`config.mk`:
```
export PLATFORM = sky130hd
export DESIGN_NAME = sccb_responder_flat
export DESIGN_NICKNAME = d
export VERILOG_FILES = /design/src/rtl/sccb_responder_if.sv /design/src/rtl/sccb_responder.sv /design/src/flat_wrapper.sv
export SDC_FILE = /design/constraint.sdc
export NUM_CORES = 1
export LEC_CHECK = 0
export BUFFER_PORTS_ARGS = -buffer_cell sky130_fd_sc_hd__buf_2
export CORE_MARGIN = 2
export CORE_UTILIZATION = 60
export CTS_BUF_LIST = sky130_fd_sc_hd__clkbuf_4
export CTS_CLUSTER_DIAMETER = 120
export DETAILED_ROUTE_END_ITERATION = 7
export PLACE_DENSITY = 0.82
export SYNTH_ARGS = -nofsm -noshare
export SYNTH_HDL_FRONTEND = slang
export SYNTH_SLANG_ARGS = --single-unit
```
`constraint.sdc`:
```
create_clock -name clk -period 3.4 [get_ports clk]
set_input_delay 0 -clock clk [delete_from_list [all_inputs] [get_ports clk]]
set_output_delay 0 -clock clk [all_outputs]
set_load 0.01 [all_outputs]
```
`src/rtl/sccb_responder_if.sv`:
```
// SCCB line and register-file signals between the responder (slave) and its environment (master).
// No clocking in the interface; all timing lives in the responder.
interface sccb_responder_if;
    logic       sioc_in;
    logic       siod_in;
    logic       siod_oe;
    logic       wr_en;
    logic [7:0] wr_addr;
    logic [7:0] wr_data;
    logic [7:0] rd_addr;
    logic [7:0] rd_data;
    logic       busy;

    modport slave (
        input  sioc_in, siod_in, rd_data,
        output siod_oe, wr_en, wr_addr, wr_data, rd_addr, busy
    );

    modport master (
        output sioc_in, siod_in, rd_data,
        input  siod_oe, wr_en, wr_addr, wr_data, rd_addr, busy
    );
endinterface

```
`src/rtl/sccb_responder.sv`:
```
// SCCB target: decodes ID/SUB/WDATA writes and ID+RDATA reads; define SCCB_ACK_DRIVE_EN to pull SIOD low in ACK slots.
// Decisions 3 clk after raw inputs, siod_oe 1 clk after a synced SIOC fall; no backpressure, wr_en is a one-cycle strobe.
module sccb_responder #(
    parameter int         CLK_FREQ       = 25_000_000,
    parameter int         SCCB_FREQ      = 100_000,
    parameter logic [7:0] DEVICE_ADDR    = 8'h42,
    parameter int         TIMEOUT_CYCLES = 4 * CLK_FREQ / SCCB_FREQ
) (
    input  logic               clk,
    input  logic               rst_n,
    sccb_responder_if.slave    bus
);

    localparam int         TW        = $clog2(TIMEOUT_CYCLES + 1);
    localparam logic [7:0] READ_ADDR = DEVICE_ADDR | 8'h01;
`ifdef SCCB_ACK_DRIVE_EN
    localparam logic       ACK_DRIVE = 1'b1;
`else
    localparam logic       ACK_DRIVE = 1'b0;
`endif

    typedef enum logic [3:0] {
        IDLE, ID, ID_ACK, SUB, SUB_ACK, WDATA, WDATA_ACK, RDATA, RD_NA, IGNORE
    } state_t;

    state_t         state, state_d;
    logic           sioc_ff, sioc_s, sioc_p;
    logic           siod_ff, siod_s, siod_p;
    logic [3:0]     cnt, cnt_d;
    logic [7:0]     sr, sr_d;
    logic           oe, oe_d;
    logic           is_read, is_read_d;
    logic           wr_en_q, wr_en_d;
    logic [7:0]     wr_addr_q, wr_addr_d;
    logic [7:0]     wr_data_q, wr_data_d;
    logic [7:0]     rd_addr_q, rd_addr_d;
    logic [TW-1:0]  tcnt, tcnt_d;

    logic           sioc_rise, sioc_fall, start_c, stop_c, timeout_c;
    logic [7:0]     byte_in;

    assign sioc_rise = sioc_s & ~sioc_p;
    assign sioc_fall = ~sioc_s & sioc_p;
    assign start_c   = sioc_s & siod_p & ~siod_s;
    // Stop uses the current SIOC level, so a joint SIOC/SIOD release counts as stop.
    assign stop_c    = sioc_s & ~siod_p & siod_s;
    assign timeout_c = (state != IDLE) && (tcnt == TW'(TIMEOUT_CYCLES - 1));
    assign byte_in   = {sr[6:0], siod_s};

    always_comb begin
        state_d   = state;
        cnt_d     = cnt;
        sr_d      = sr;
        oe_d      = oe;
        is_read_d = is_read;
        wr_en_d   = 1'b0;
        wr_addr_d = wr_addr_q;
        wr_data_d = wr_data_q;
        rd_addr_d = rd_addr_q;

        if (state == IDLE || sioc_rise || sioc_fall || start_c || stop_c)
            tcnt_d = '0;
        else
            tcnt_d = tcnt + 1'b1;

        if (start_c) begin
            state_d = ID;
            cnt_d   = 4'd0;
            oe_d    = 1'b0;
        end else if (stop_c || timeout_c) begin
            state_d = IDLE;
            oe_d    = 1'b0;
        end else begin
            case (state)
                ID, SUB, WDATA: begin
                    if (sioc_rise) begin
                        sr_d  = byte_in;
                        cnt_d = cnt + 4'd1;
                        if (cnt == 4'd7) begin
                            cnt_d = 4'd0;
                            if (state == ID) begin
                                if (byte_in == DEVICE_ADDR) begin
                                    state_d   = ID_ACK;
                                    is_read_d = 1'b0;
                                end else if (byte_in == READ_ADDR) begin
                                    state_d   = ID_ACK;
                                    is_read_d = 1'b1;
                                end else begin
                                    state_d   = IGNORE;
                                end
                            end else if (state == SUB) begin
                                rd_addr_d = byte_in;
                                state_d   = SUB_ACK;
                            end else begin
                                wr_en_d   = 1'b1;
                                wr_addr_d = rd_addr_q;
                                wr_data_d = byte_in;
                                state_d   = WDATA_ACK;
                            end
                        end
                    end
                end
                ID_ACK, SUB_ACK, WDATA_ACK: begin
                    // First fall opens the ACK slot, second fall closes it.
                    if (sioc_fall) begin
                        if (cnt == 4'd0) begin
                            oe_d  = ACK_DRIVE;
                            cnt_d = 4'd1;
                        end else begin
                            cnt_d = 4'd0;
                            oe_d  = 1'b0;
                            if (state == ID_ACK) begin
                                if (is_read) begin
                                    state_d = RDATA;
                                    sr_d    = {bus.rd_data[6:0], 1'b0};
                                    oe_d    = ~bus.rd_data[7];
                                    cnt_d   = 4'd1;
                                end else begin
                                    state_d = SUB;
                                end
                            end else if (state == SUB_ACK) begin
                                state_d = WDATA;
                            end else begin
                                state_d = IGNORE;
                            end
                        end
                    end
                end
                RDATA: begin
                    if (sioc_fall) begin
                        if (cnt == 4'd8) begin
                            state_d = RD_NA;
                            oe_d    = 1'b0;
                        end else begin
                            oe_d  = ~sr[7];
                            sr_d  = {sr[6:0], 1'b0};
                            cnt_d = cnt + 4'd1;
                        end
                    end
                end
                RD_NA: begin
                    if (sioc_fall)
                        state_d = IGNORE;
                end
                default: ;
            endcase
        end
    end

    always_ff @(posedge clk or negedge rst_n) begin
        if (!rst_n) begin
            sioc_ff   <= 1'b1;
            sioc_s    <= 1'b1;
            sioc_p    <= 1'b1;
            siod_ff   <= 1'b1;
            siod_s    <= 1'b1;
            siod_p    <= 1'b1;
            state     <= IDLE;
            cnt       <= 4'd0;
            sr        <= 8'd0;
            oe        <= 1'b0;
            is_read   <= 1'b0;
            wr_en_q   <= 1'b0;
            wr_addr_q <= 8'd0;
            wr_data_q <= 8'd0;
            rd_addr_q <= 8'd0;
            tcnt      <= '0;
        end else begin
            sioc_ff   <= bus.sioc_in;
            sioc_s    <= sioc_ff;
            sioc_p    <= sioc_s;
            siod_ff   <= bus.siod_in;
            siod_s    <= siod_ff;
            siod_p    <= siod_s;
            state     <= state_d;
            cnt       <= cnt_d;
            sr        <= sr_d;
            oe        <= oe_d;
            is_read   <= is_read_d;
            wr_en_q   <= wr_en_d;
            wr_addr_q <= wr_addr_d;
            wr_data_q <= wr_data_d;
            rd_addr_q <= rd_addr_d;
            tcnt      <= tcnt_d;
        end
    end

    assign bus.siod_oe = oe;
    assign bus.wr_en   = wr_en_q;
    assign bus.wr_addr = wr_addr_q;
    assign bus.wr_data = wr_data_q;
    assign bus.rd_addr = rd_addr_q;
    assign bus.busy    = (state != IDLE);

endmodule

```
`src/flat_wrapper.sv`:
```
// flat-port wrapper written by rule: the top's interface ports become plain ports
module sccb_responder_flat 
#(
    parameter int         CLK_FREQ       = 25_000_000,
    parameter int         SCCB_FREQ      = 100_000,
    parameter logic [7:0] DEVICE_ADDR    = 8'h42,
    parameter int         TIMEOUT_CYCLES = 4 * CLK_FREQ / SCCB_FREQ
)
  (clk, rst_n, bus_sioc_in, bus_siod_in, bus_rd_data, bus_siod_oe, bus_wr_en, bus_wr_addr, bus_wr_data, bus_rd_addr, bus_busy);
  sccb_responder_if bus_i ();
  input  logic clk;
  input  logic rst_n;
  input wire logic [$bits(bus_i.sioc_in)-1:0] bus_sioc_in;
  input wire logic [$bits(bus_i.siod_in)-1:0] bus_siod_in;
  input wire logic [$bits(bus_i.rd_data)-1:0] bus_rd_data;
  output wire logic [$bits(bus_i.siod_oe)-1:0] bus_siod_oe;
  output wire logic [$bits(bus_i.wr_en)-1:0] bus_wr_en;
  output wire logic [$bits(bus_i.wr_addr)-1:0] bus_wr_addr;
  output wire logic [$bits(bus_i.wr_data)-1:0] bus_wr_data;
  output wire logic [$bits(bus_i.rd_addr)-1:0] bus_rd_addr;
  output wire logic [$bits(bus_i.busy)-1:0] bus_busy;
  assign bus_i.sioc_in = bus_sioc_in;
  assign bus_i.siod_in = bus_siod_in;
  assign bus_i.rd_data = bus_rd_data;
  assign bus_siod_oe = bus_i.siod_oe;
  assign bus_wr_en = bus_i.wr_en;
  assign bus_wr_addr = bus_i.wr_addr;
  assign bus_wr_data = bus_i.wr_data;
  assign bus_rd_addr = bus_i.rd_addr;
  assign bus_busy = bus_i.busy;
  sccb_responder #(.CLK_FREQ(CLK_FREQ), .SCCB_FREQ(SCCB_FREQ), .DEVICE_ADDR(DEVICE_ADDR), .TIMEOUT_CYCLES(TIMEOUT_CYCLES)) u_core (.clk(clk), .rst_n(rst_n), .bus(bus_i));
endmodule
```
==> key figures, run 1 <==
Clocking
  – Maximum buffer depth of the clock tree: 2
  – Post_cts resized: 0
  – TritonCTS buffer count: 9
  – Post-CTS Setup Inserts: 0
  – H-Tree Depth: 3
  – CTS Sinks: 59
  – Clock Latency Late Sink: 0.41 ns
  – Clk slew on worst S/H paths: 0.09 ns
  – CTS Hold Bufs: 10
  – CTS tree: yes
  – Root Buffer: clkbuf_4

Logic synthesis
  – Synth top area cells: dfrtp_1 45%, mux2_2 11%, dfstp_2 5.3%
  – Syn Std Cell Area: 2970 sq um
  – Count of cell types in the netlist: 53
  – Post-synthesis sequential area ratio: 50.0%
  – EDFF count, synth: 0
  – Avg Inst Size Synth: 11.5 sq um
  – Primary FF master, synth: dfrtp_1
  – Synth area leader: dfrtp_1
  – Ys async rst share: 100%
  – Post-Synthesis Cells: 258
  – Seq cells post-synth: 59
  – Synthesized net count: 273
  – Post-synth top area share: 44.7%
  – YS warnings: 0

Layout
  – Commonest non-fill, non-tap cells in the layout: 53 x dfrtp_1, 38 x buf_2, 29 x mux2_2, 22 x nor2_1, 15 x a21oi_1
  – Leading cell type in the layout, fill and taps excluded: dfrtp_1
  – FF+latch area: 1480 sq um
  – ANT cells: 0
  – Layout cell share with drive strength beyond 1: 34.3%
  – Nets: 323
  – Area growth syn-to-layout: 14.5%
  – Multi-input logic area: 1390 sq um
  – Fillers: 375

STA
  – Min Clock Period, post-route: 2.75 ns
  – Normalized max-slew margin: 41.0%
  – Fmax: 0.364 GHz
  – Max Slew Vio Count: 0
  – Final setup margin: 0.650 ns
  – Skew final: 0.0244 ns
  – Final setup vio count: 0
  – RSZ-0062 raised after global routing: false
  – Worst Tran Pin Value: 0.881 ns
  – TNS Setup: 0 ns
  – Hold Violations, Final: 0
  – Period utilisation layout: 80.9%

Critical path
  – CP endpoint kind: register
  – Setup CP Type: register to register
  – CP Max Fanout: 16
  – Critical Path Start Type: register
  – Critical path arrival: 3.04 ns
  – CP required: 3.69 ns

Routing
  – Via-to-Cell Ratio: 5.85
  – # DRC: 0
  – DRT Pass-1 Iters: 4
  – Vias: 2,217
  – Routed Antenna Nets: 0
  – DRT Wirelength: 6.14 mm
  – WL/cell: 16.2 um
  – Initial DRC Count: 240

Floorplan
  – Initial core utilization: 62.4%
  – Die W: 74.3 um
  – Die extent in y: 74.3 um
  – IO Pins: 39
  – Placement Rows: 25
  – DIE AREA: 5520 sq um
  – Area of the core: 4750 sq um

Pwr
  – Power per cell area: 552 nW/um^2
  – Static Leakage: 1.68 nW
  – Peak VDD IR: 0.000386 V

Placed design
  – Pre-CTS WS: 0.678 ns
  – PortBufs: 38
  – Hpwl dp: 4.09 mm
  – Gpl congestion: 0.920

Global route
  – GRT Total Usage: 25.1%
  – Vias in the first global route: 2,120
  – Largest net degree at the start of global routing: 60
  – First-pass GRT wire length: 10.2 mm
  – Total grt overflow: 0
  – Antenna violations before repair: 0

Status
  – Outcome: complete, no violations

Run
  – MaxCap Viol Count: 0

Worst hold path
  – Hold Crit Class: input port to register
## cells by family (layout without fill, tap and decap cells)
group           Yosys count  after routing  share of synthesized area, %
simple gates             79             79                          15.4
flops                    59             59                          50.0
mux                      40             40                          16.2
xor+xnor                  9              9                          2.66
compound gates           50             50                          11.4
fa+ha+maj                 3              3                          1.27
buf+inv                  18             72                          3.04
## area by class of cell
type / count / area share, %
Clock inverter: 4 / 0.553
Sequential cell: 59 / 43.7
Inverter: 6 / 0.663
Tap cell: 67 / 2.47
Clock buffer: 11 / 2.43
Multi-Input combinational cell: 181 / 41.0
Timing Repair Buffer: 51 / 9.21
## path summary, 6_finish.rpt
kind | cells past startpoint | slack, ns | from | endpoint
max | 5 | 0.65 | u_core.state[0] | u_core.bus.rd_addr[6]
min | 4 | 0.05 | bus_rd_data[7] | u_core.bus.siod_oe
max reg2reg | 5 | 0.65 | u_core.state[0] | u_core.bus.rd_addr[6]
min reg2reg | 0 | 0.36 | u_core.sioc_ff | u_core.sioc_s
max in group asynchronous | 3 | 2.65 | rst_n | u_core.tcnt[5]
min in group asynchronous | 3 | 0.27 | rst_n | u_core.bus.wr_addr[0]
## per-layer routing
layer	global-route usage [%]	up-vias	routed length (um)
met3	6.50	16	325
met4	11.9	0	133
met1	35.6	1099	2820
met2	36.4	67	2860
li1	-	1035	-
met5	0	-	0
## power by group
group / total, mW / internal [mW] / switching [mW]
clock network: 0.397 / 0.157 / 0.241
registers: 0.911 / 0.779 / 0.131
logic: 0.567 / 0.268 / 0.299
total: 1.87 / 1.20 / 0.671
## through the flow
stage	power [mW]	cell area [sq um]	hold slack (ns)	utilization, %	std cells
2_1_floorplan	1.31	2970	-0.296	-	258
3_3_place_gp	1.45	3190	0.105	67.2	354
3_5_place_dp	1.46	3190	0.106	67.2	354
4_1_cts	1.87	3400	0.0193	71.4	379
5_1_grt	2.00	3400	0.0283	71.4	379
6_report	1.87	3400	0.0498	71.4	379
## Yosys cell counts (2+ instances only)
cell type   n
dfrtp_1    53
mux2_2     29
nor2_1     22
a21oi_1    15
nand2_1    12
clkbuf_1    9
mux2_4      9
o21ai_0     9
dfstp_2     6
inv_1       6
nand3_1     6
and3_1      5
nand2b_1    5
xnor2_1     5
o31ai_1     4
xor2_1      4
and3b_1     3
buf_6       3
ha_1        3
nand4_1     3
nand4b_1    3
or2_2       3
a2111oi_0   2
a21boi_0    2
a2bb2oi_1   2
mux2i_1     2
nand3b_1    2
nor3_1      2
nor4b_1     2
o31a_1      2
or3_1       2
or4_4       2
## worst max-delay path: stages, from the launching register on
cell and delay [ns]:
dfrtp_1 0.58, or4_4 0.62, nor4b_4 0.16, a21o_4 0.22, or4_1 0.72, mux2_2 0.35
## sequential cells by signal, indices dropped and copies added, names as in the netlist, 4 cells and up
| name | flops |
|---|---|
| u_core.bus.rd_addr | 8 |
| u_core.bus.wr_addr | 8 |
| u_core.bus.wr_data | 8 |
| u_core.cnt | 4 |
| u_core.sr | 8 |
| u_core.state | 4 |
| u_core.tcnt | 10 |
(Power assumes the default switching activity.)
==> run 2: changes to the inputs <==
Clock period 3.4 ns to 2.7 ns, I/O delays scaled along.
==> run 2 against run 1 <==
  * Cell count up 1.1%
  * Non-clock buffer count up 4
  * Global-route usage down 0.19 points
  * Combinational power up 42%
  * Largest cell class unchanged
==> key figures, run 2 (same netlist as run 1, synthesis figures left out) <==
Routing
  – # DRC: 0 (unchanged)
  – Vias: 2,209 (-0.36%)
  – Initial DRC Count: 199 (-17%)
  – DRT Wirelength: 6.16 mm (+0.37%)
  – Via-to-Cell Ratio: 5.77 (-1.4%)
  – WL/cell: 16.1 um (-0.67%)
  – DRT Pass-1 Iters: 4 (unchanged)
  – Routed Antenna Nets: 0 (unchanged)

Floorplan
  – IO Pins: 39 (unchanged)
  – DIE AREA: 5520 sq um (unchanged)
  – Die W: 74.3 um (unchanged)
  – Die extent in y: 74.3 um (unchanged)
  – Initial core utilization: 62.4% (unchanged)
  – Placement Rows: 25 (unchanged)
  – Area of the core: 4750 sq um (unchanged)

STA
  – Normalized max-slew margin: 51.6% (+11 points)
  – TNS Setup: 0 ns (unchanged)
  – Max Slew Vio Count: 0 (unchanged)
  – Period utilisation layout: 92.3% (+11 points)
  – Fmax: 0.401 GHz (+10%)
  – Final setup vio count: 0 (unchanged)
  – Skew final: 0.0165 ns (-0.00785 ns)
  – Hold Violations, Final: 0 (unchanged)
  – Final setup margin: 0.207 ns (-0.444 ns)
  – Min Clock Period, post-route: 2.49 ns (-0.256 ns)
  – Worst Tran Pin Value: 0.721 ns (-0.161 ns)
  – RSZ-0062 raised after global routing: false

Worst hold path
  – Hold Crit Class: input port to register

Placed design
  – Gpl congestion: 0.918 (-0.21%)
  – Pre-CTS WS: 0.231 ns (-0.447 ns)
  – Hpwl dp: 4.20 mm (+2.7%)
  – Area after DPL: 3220 sq um (+0.71%)
  – Post-Place Cells: 357 (+0.85%)
  – PortBufs: 38 (unchanged)

Layout
  – Leading cell type in the layout, fill and taps excluded: dfrtp_1
  – Nets: 327 (+1.2%)
  – Fillers: 370 (-1.3%)
  – Final Cell Area: 3450 sq um (+1.7%)
  – Commonest non-fill, non-tap cells in the layout: 53 x dfrtp_1, 38 x buf_2, 29 x mux2_2, 22 x nor2_1, 15 x a21oi_1
  – Most flops, register: u_core.tcnt
  – Finished Layout Cells: 383 (+1.1%)
  – Largest register FFs: 10 (unchanged)
  – Multi-input logic area: 1390 sq um (unchanged)
  – FF+latch area: 1480 sq um (unchanged)
  – Area growth syn-to-layout: 16.4%
  – Layout cell share with drive strength beyond 1: 34.5% (+0.20 points)
  – ANT cells: 0 (unchanged)

Pwr
  – Switch share: 34.5% (-1.3 points)
  – Peak VDD IR: 0.000388 V (+0.58%)
  – Fraction of power consumed by combinational cells: 32.2% (+2.0 points)
  – Static Leakage: 1.70 nW (+1.6%)
  – Clock power share: 24.0% (+2.8 points)
  – Net Switching: 0.860 mW (+28%)
  – Power Total: 2.50 mW (+33%)
  – Seq pwr share: 43.8% (-4.8 points)
  – Int Pwr: 1.64 mW (+36%)
  – Power per cell area: 723 nW/um^2 (+31%)

Clocking
  – Clk slew on worst S/H paths: 0.09 ns (about the same)
  – Maximum buffer depth of the clock tree: 2 (unchanged)
  – CTS tree: yes
  – Post-CTS Setup Inserts: 0 (unchanged)
  – CTS Sinks: 59 (unchanged)
  – H-Tree Depth: 3 (unchanged)
  – Post_cts resized: 0 (unchanged)
  – Root Buffer: clkbuf_4
  – TritonCTS buffer count: 9 (unchanged)
  – Clock Latency Late Sink: 0.40 ns (about the same)

Global route
  – Total grt overflow: 0 (unchanged)
  – First-pass GRT wire length: 10.2 mm (-0.27%)
  – Antenna violations before repair: 0 (unchanged)
  – Largest net degree at the start of global routing: 60 (unchanged)
  – GRT Total Usage: 24.9% (-0.19 points)
  – Vias in the first global route: 2,125 (+0.24%)

Status
  – Outcome: complete, no violations

Critical path
  – CP required: 2.98 ns (-0.71 ns)
  – R2R Path End: u_core.bus.rd_addr[4]
  – CP endpoint kind: register
  – Worst-path cell chain: or4_4 > nor4b_4 > a21o_4 > or4_1 > mux2_2
  – Worst flop-to-flop path startpoint: u_core.state[0]
  – Crit path buffers/inverters: 0 (unchanged)
  – Top cell family by delay on the critical path: simple AND/OR/NAND/NOR gates
  – Setup crit start: u_core.state[0]
  – Critical path arrival: 2.78 ns (-0.26 ns)
  – Reg2Reg Depth: 5 (unchanged)
  – Worst R2R Setup Slack: 0.21 ns (-0.44 ns)
  – Critical-path top delay cell: or4_1
  – CP Max Fanout: 8 (-8)
  – Critical Path Start Type: register
  – CP Depth: 5 (unchanged)
  – Setup CP Type: register to register
  – Worst Setup EP: u_core.bus.rd_addr[4]
  – CP max stage delay: 0.71 ns (about the same)

Run
  – MaxCap Viol Count: 0 (unchanged)
run 2: through the flow:
step           utilization, %  hold slack, ns
4_1_cts                  72.6           0.223
2_1_floorplan               -          -0.296
3_5_place_dp             67.7           0.107
3_3_place_gp             67.7           0.105
5_1_grt                  72.6           0.225
6_report                 72.6           0.253
run 2: worst min-delay path by stage:
| stage | from | to | slack (ns) | cells past startpoint |
|---|---|---|---|---|
| floorplan | rst_n | u_core.bus.rd_addr[0] | -0.30 | 0 |
| global placement | bus_siod_in | u_core.siod_ff | 0.11 | 1 |
| detailed placement | bus_sioc_in | u_core.sioc_ff | 0.11 | 1 |
| CTS | bus_siod_in | u_core.siod_ff | 0.22 | 2 |
| global route | bus_sioc_in | u_core.sioc_ff | 0.22 | 2 |
| finish | bus_sioc_in | u_core.sioc_ff | 0.25 | 2 |
run 2: timing repair:
item,CTS,global route
hold buffers,11,0
setup endpoints to repair,0,0
hold endpoints to repair,63,0
run 2: power by group through the flow:
stage / clock network (mW) / registers [mW] / logic [mW]
floorplan: 0 / 1.08 / 0.571
global placement: 0 / 1.10 / 0.753
detailed placement: 0 / 1.11 / 0.783
CTS: 0.616 / 1.09 / 0.798
global route: 0.655 / 1.10 / 0.889
finish: 0.600 / 1.09 / 0.804
run 2: area by class of cell:
cell class                      count  share of cell area (%)
Clock inverter                      4                    1.23
Clock buffer                       11                    2.39
Multi-Input combinational cell    181                    40.3
Sequential cell                    59                    43.0
Tap cell                           67                    2.43
Inverter                            6                   0.652
Timing Repair Buffer               55                    10.0
run 2: layer usage:
| metal | up-vias | global-route usage (%) | part of all wire (%) |
|---|---|---|---|
| met4 | 0 | 9.52 | 1.5 |
| met2 | 59 | 36.7 | 47 |
| met5 | - | 0 | 0 |
| met1 | 1091 | 35.4 | 46 |
| met3 | 9 | 7.18 | 5.4 |
| li1 | 1050 | - | - |
==> run 3: changes to the inputs <==
Settings changed: MAX_ROUTING_LAYER set to met4.
==> run 3 against run 2 <==
  * Sequential cell count is the same
  * Largest power group unchanged
  * Count of clock-buffer cells in the layout grew 2
  * Critical endpoint is now u_core.bus.wr_data[3]
  * Setup slack got worse by 0.0013 ns
  * Clock skew is 0.0014 ns lower
  * Sequential share of layout area is essentially flat
  * Maximum frequency is essentially flat
  * Highest routed layer unchanged
  * Design area hardly changed
  * Combinational power is 2% lower
  * Sequential power about the same
==> key figures, run 3 (same netlist as run 1, synthesis figures left out) <==
Status
  – Outcome: complete, no violations

Layout
  – Leading cell type in the layout, fill and taps excluded: dfrtp_1
  – Largest register FFs: 10 (unchanged)
  – Nets: 326 (-0.31%)
  – Fillers: 361 (-2.4%)
  – Commonest non-fill, non-tap cells in the layout: 53 x dfrtp_1, 38 x buf_2, 29 x mux2_2, 22 x nor2_1, 15 x a21oi_1
  – Layout cell share with drive strength beyond 1: 35.1% (+0.63 points)
  – Area growth syn-to-layout: 16.5% (about the same)
  – Most flops, register: u_core.tcnt
  – ANT cells: 0 (unchanged)

Critical path
  – CP max stage delay: 0.68 ns (-0.03 ns)
  – Critical Path Start Type: register
  – Critical-path top delay cell: or4_4
  – CP Max Fanout: 17 (+9)
  – Crit path buffers/inverters: 0 (unchanged)
  – Top cell family by delay on the critical path: simple AND/OR/NAND/NOR gates
  – Critical path arrival: 2.77 ns (about the same)
  – Worst-path cell chain: or4_4 > nor4b_4 > a21o_4 > or4_4 > mux2_4
  – CP required: 2.97 ns (about the same)
  – Setup CP Type: register to register
  – Crit-path most repeated cell: or4_4
  – CP endpoint kind: register

Clocking
  – CTS Sinks: 59 (unchanged)
  – H-Tree Depth: 3 (unchanged)
  – Root Buffer: clkbuf_4
  – Maximum buffer depth of the clock tree: 2 (unchanged)
  – TritonCTS buffer count: 9 (unchanged)
  – Clock Latency Late Sink: 0.38 ns (-0.02 ns)
  – CTS tree: yes
  – Clk slew on worst S/H paths: 0.10 ns (about the same)

Global route
  – Antenna violations before repair: 0 (unchanged)
  – Largest net degree at the start of global routing: 60 (unchanged)
  – Total grt overflow: 0 (unchanged)
  – Vias in the first global route: 2,006 (-5.6%)
  – GRT Total Usage: 25.8% (+0.86 points)
  – First-pass GRT wire length: 10.1 mm (-0.95%)

STA
  – RSZ-0062 raised after global routing: false
  – Min Clock Period, post-route: 2.49 ns (+0.00133 ns)
  – WHS: 0.0459 ns (-0.208 ns)
  – Final setup vio count: 0 (unchanged)
  – Skew final: 0.0151 ns (-0.00144 ns)
  – Worst Tran Pin Value: 0.712 ns (-0.00861 ns)
  – Fmax: 0.401 GHz (about the same)
  – Max Slew Vio Count: 0 (unchanged)
  – Normalized max-slew margin: 52.2% (+0.58 points)
  – TNS Setup: 0 ns (unchanged)
  – Period utilisation layout: 92.4% (about the same)
  – Hold Violations, Final: 0 (unchanged)

Routing
  – Routed Antenna Nets: 0 (unchanged)
  – Initial DRC Count: 210 (+5.5%)
  – DRT Pass-1 Iters: 4 (unchanged)
  – DRT Wirelength: 6.17 mm (+0.24%)
  – # DRC: 0 (unchanged)
  – WL/cell: 16.1 um (+0.24%)
  – Vias: 2,209 (unchanged)
  – Via-to-Cell Ratio: 5.77 (unchanged)

Pwr
  – Power per cell area: 725 nW/um^2 (+0.30%)
  – Peak VDD IR: 0.000430 V (+11%)
  – Static Leakage: 1.71 nW (+0.20%)

Floorplan
  – Area of the core: 4750 sq um (unchanged)
  – IO Pins: 39 (unchanged)
  – Die extent in y: 74.3 um (unchanged)
  – DIE AREA: 5520 sq um (unchanged)
  – Placement Rows: 25 (unchanged)
  – Die W: 74.3 um (unchanged)
  – Initial core utilization: 62.4% (unchanged)

Placed design
  – Gpl congestion: 0.927 (+0.98%)
  – Hpwl dp: 4.19 mm (-0.21%)
  – PortBufs: 38 (unchanged)

Run
  – MaxCap Viol Count: 0 (unchanged)

Worst hold path
  – Hold Crit Class: input port to register
## run 3: cell types whose count changed in the layout (fill, tap and decap cells not counted), sizes merged
cell         delta
dlygate4sd3     -1
clkinv          -1
clkbuf          +2
## run 3: metrics by stage
| step | std cells | worst slack (ns) | power (mW) | utilization [%] | area, sq um |
|---|---|---|---|---|---|
| detailed placement | 357 | 0.222 | 1.88 | 67.7 | 3220 |
| finish | 383 | 0.205 | 2.50 | 72.6 | 3450 |
| global placement | 357 | 0.291 | 1.85 | 67.7 | 3220 |
| global route | 383 | 0.139 | 2.67 | 72.6 | 3450 |
| floorplan | 258 | 0.117 | 1.65 | - | 2970 |
| CTS | 383 | 0.198 | 2.51 | 72.6 | 3450 |
## run 3: layer usage
layer  up-vias  share of wire (%)  GRT usage (%)
met5         -                  0              -
met4         0                2.1           10.9
met3        10                6.4           6.78
met2        78                 47           36.6
met1      1078                 45           35.3
li1       1043                  -              -
## run 3: final timing paths
path	cells after the start	from	to	slack (ns)
worst min register to register	0	u_core.sioc_ff	u_core.sioc_s	0.36
worst max register to register	5	u_core.state[0]	u_core.bus.wr_data[3]	0.21
max in group asynchronous	3	rst_n	u_core.cnt[1]	1.94
worst max-delay path	5	u_core.state[0]	u_core.bus.wr_data[3]	0.21
min in group asynchronous	3	rst_n	u_core.bus.wr_data[7]	0.29
worst min-delay path	4	bus_rd_data[7]	u_core.bus.siod_oe	0.05
## run 3: tightest hold or removal path: stages
cell,delay (ns)
buf_2,0.08
o22ai_1,0.05
or4b_2,0.21
a21oi_1,0.06
## run 3: repair_timing
item / 4_1_cts / 5_1_grt
endpoints found under the setup margin: 0 / 0
setup buffers: 0 / 0
resized for setup: 0 / 0
endpoints found under the hold margin: 62 / 0
hold buffers: 10 / 0
## run 3: area by class of cell
type	count	area (sq um)	area share, %
tap	67	83.8	2.43
clock inverter	3	38.8	1.12
timing repair buffer	54	335	9.71
sequential	59	1480	43.0
multi-input combinational	181	1390	40.3
inverter	6	22.5	0.652
clock buffer	13	97.6	2.83
## run 3: report_power, final
group / switching, mW / internal, mW / total, mW
clock network: 0.302 / 0.321 / 0.623
logic: 0.430 / 0.360 / 0.790
registers: 0.109 / 0.982 / 1.09
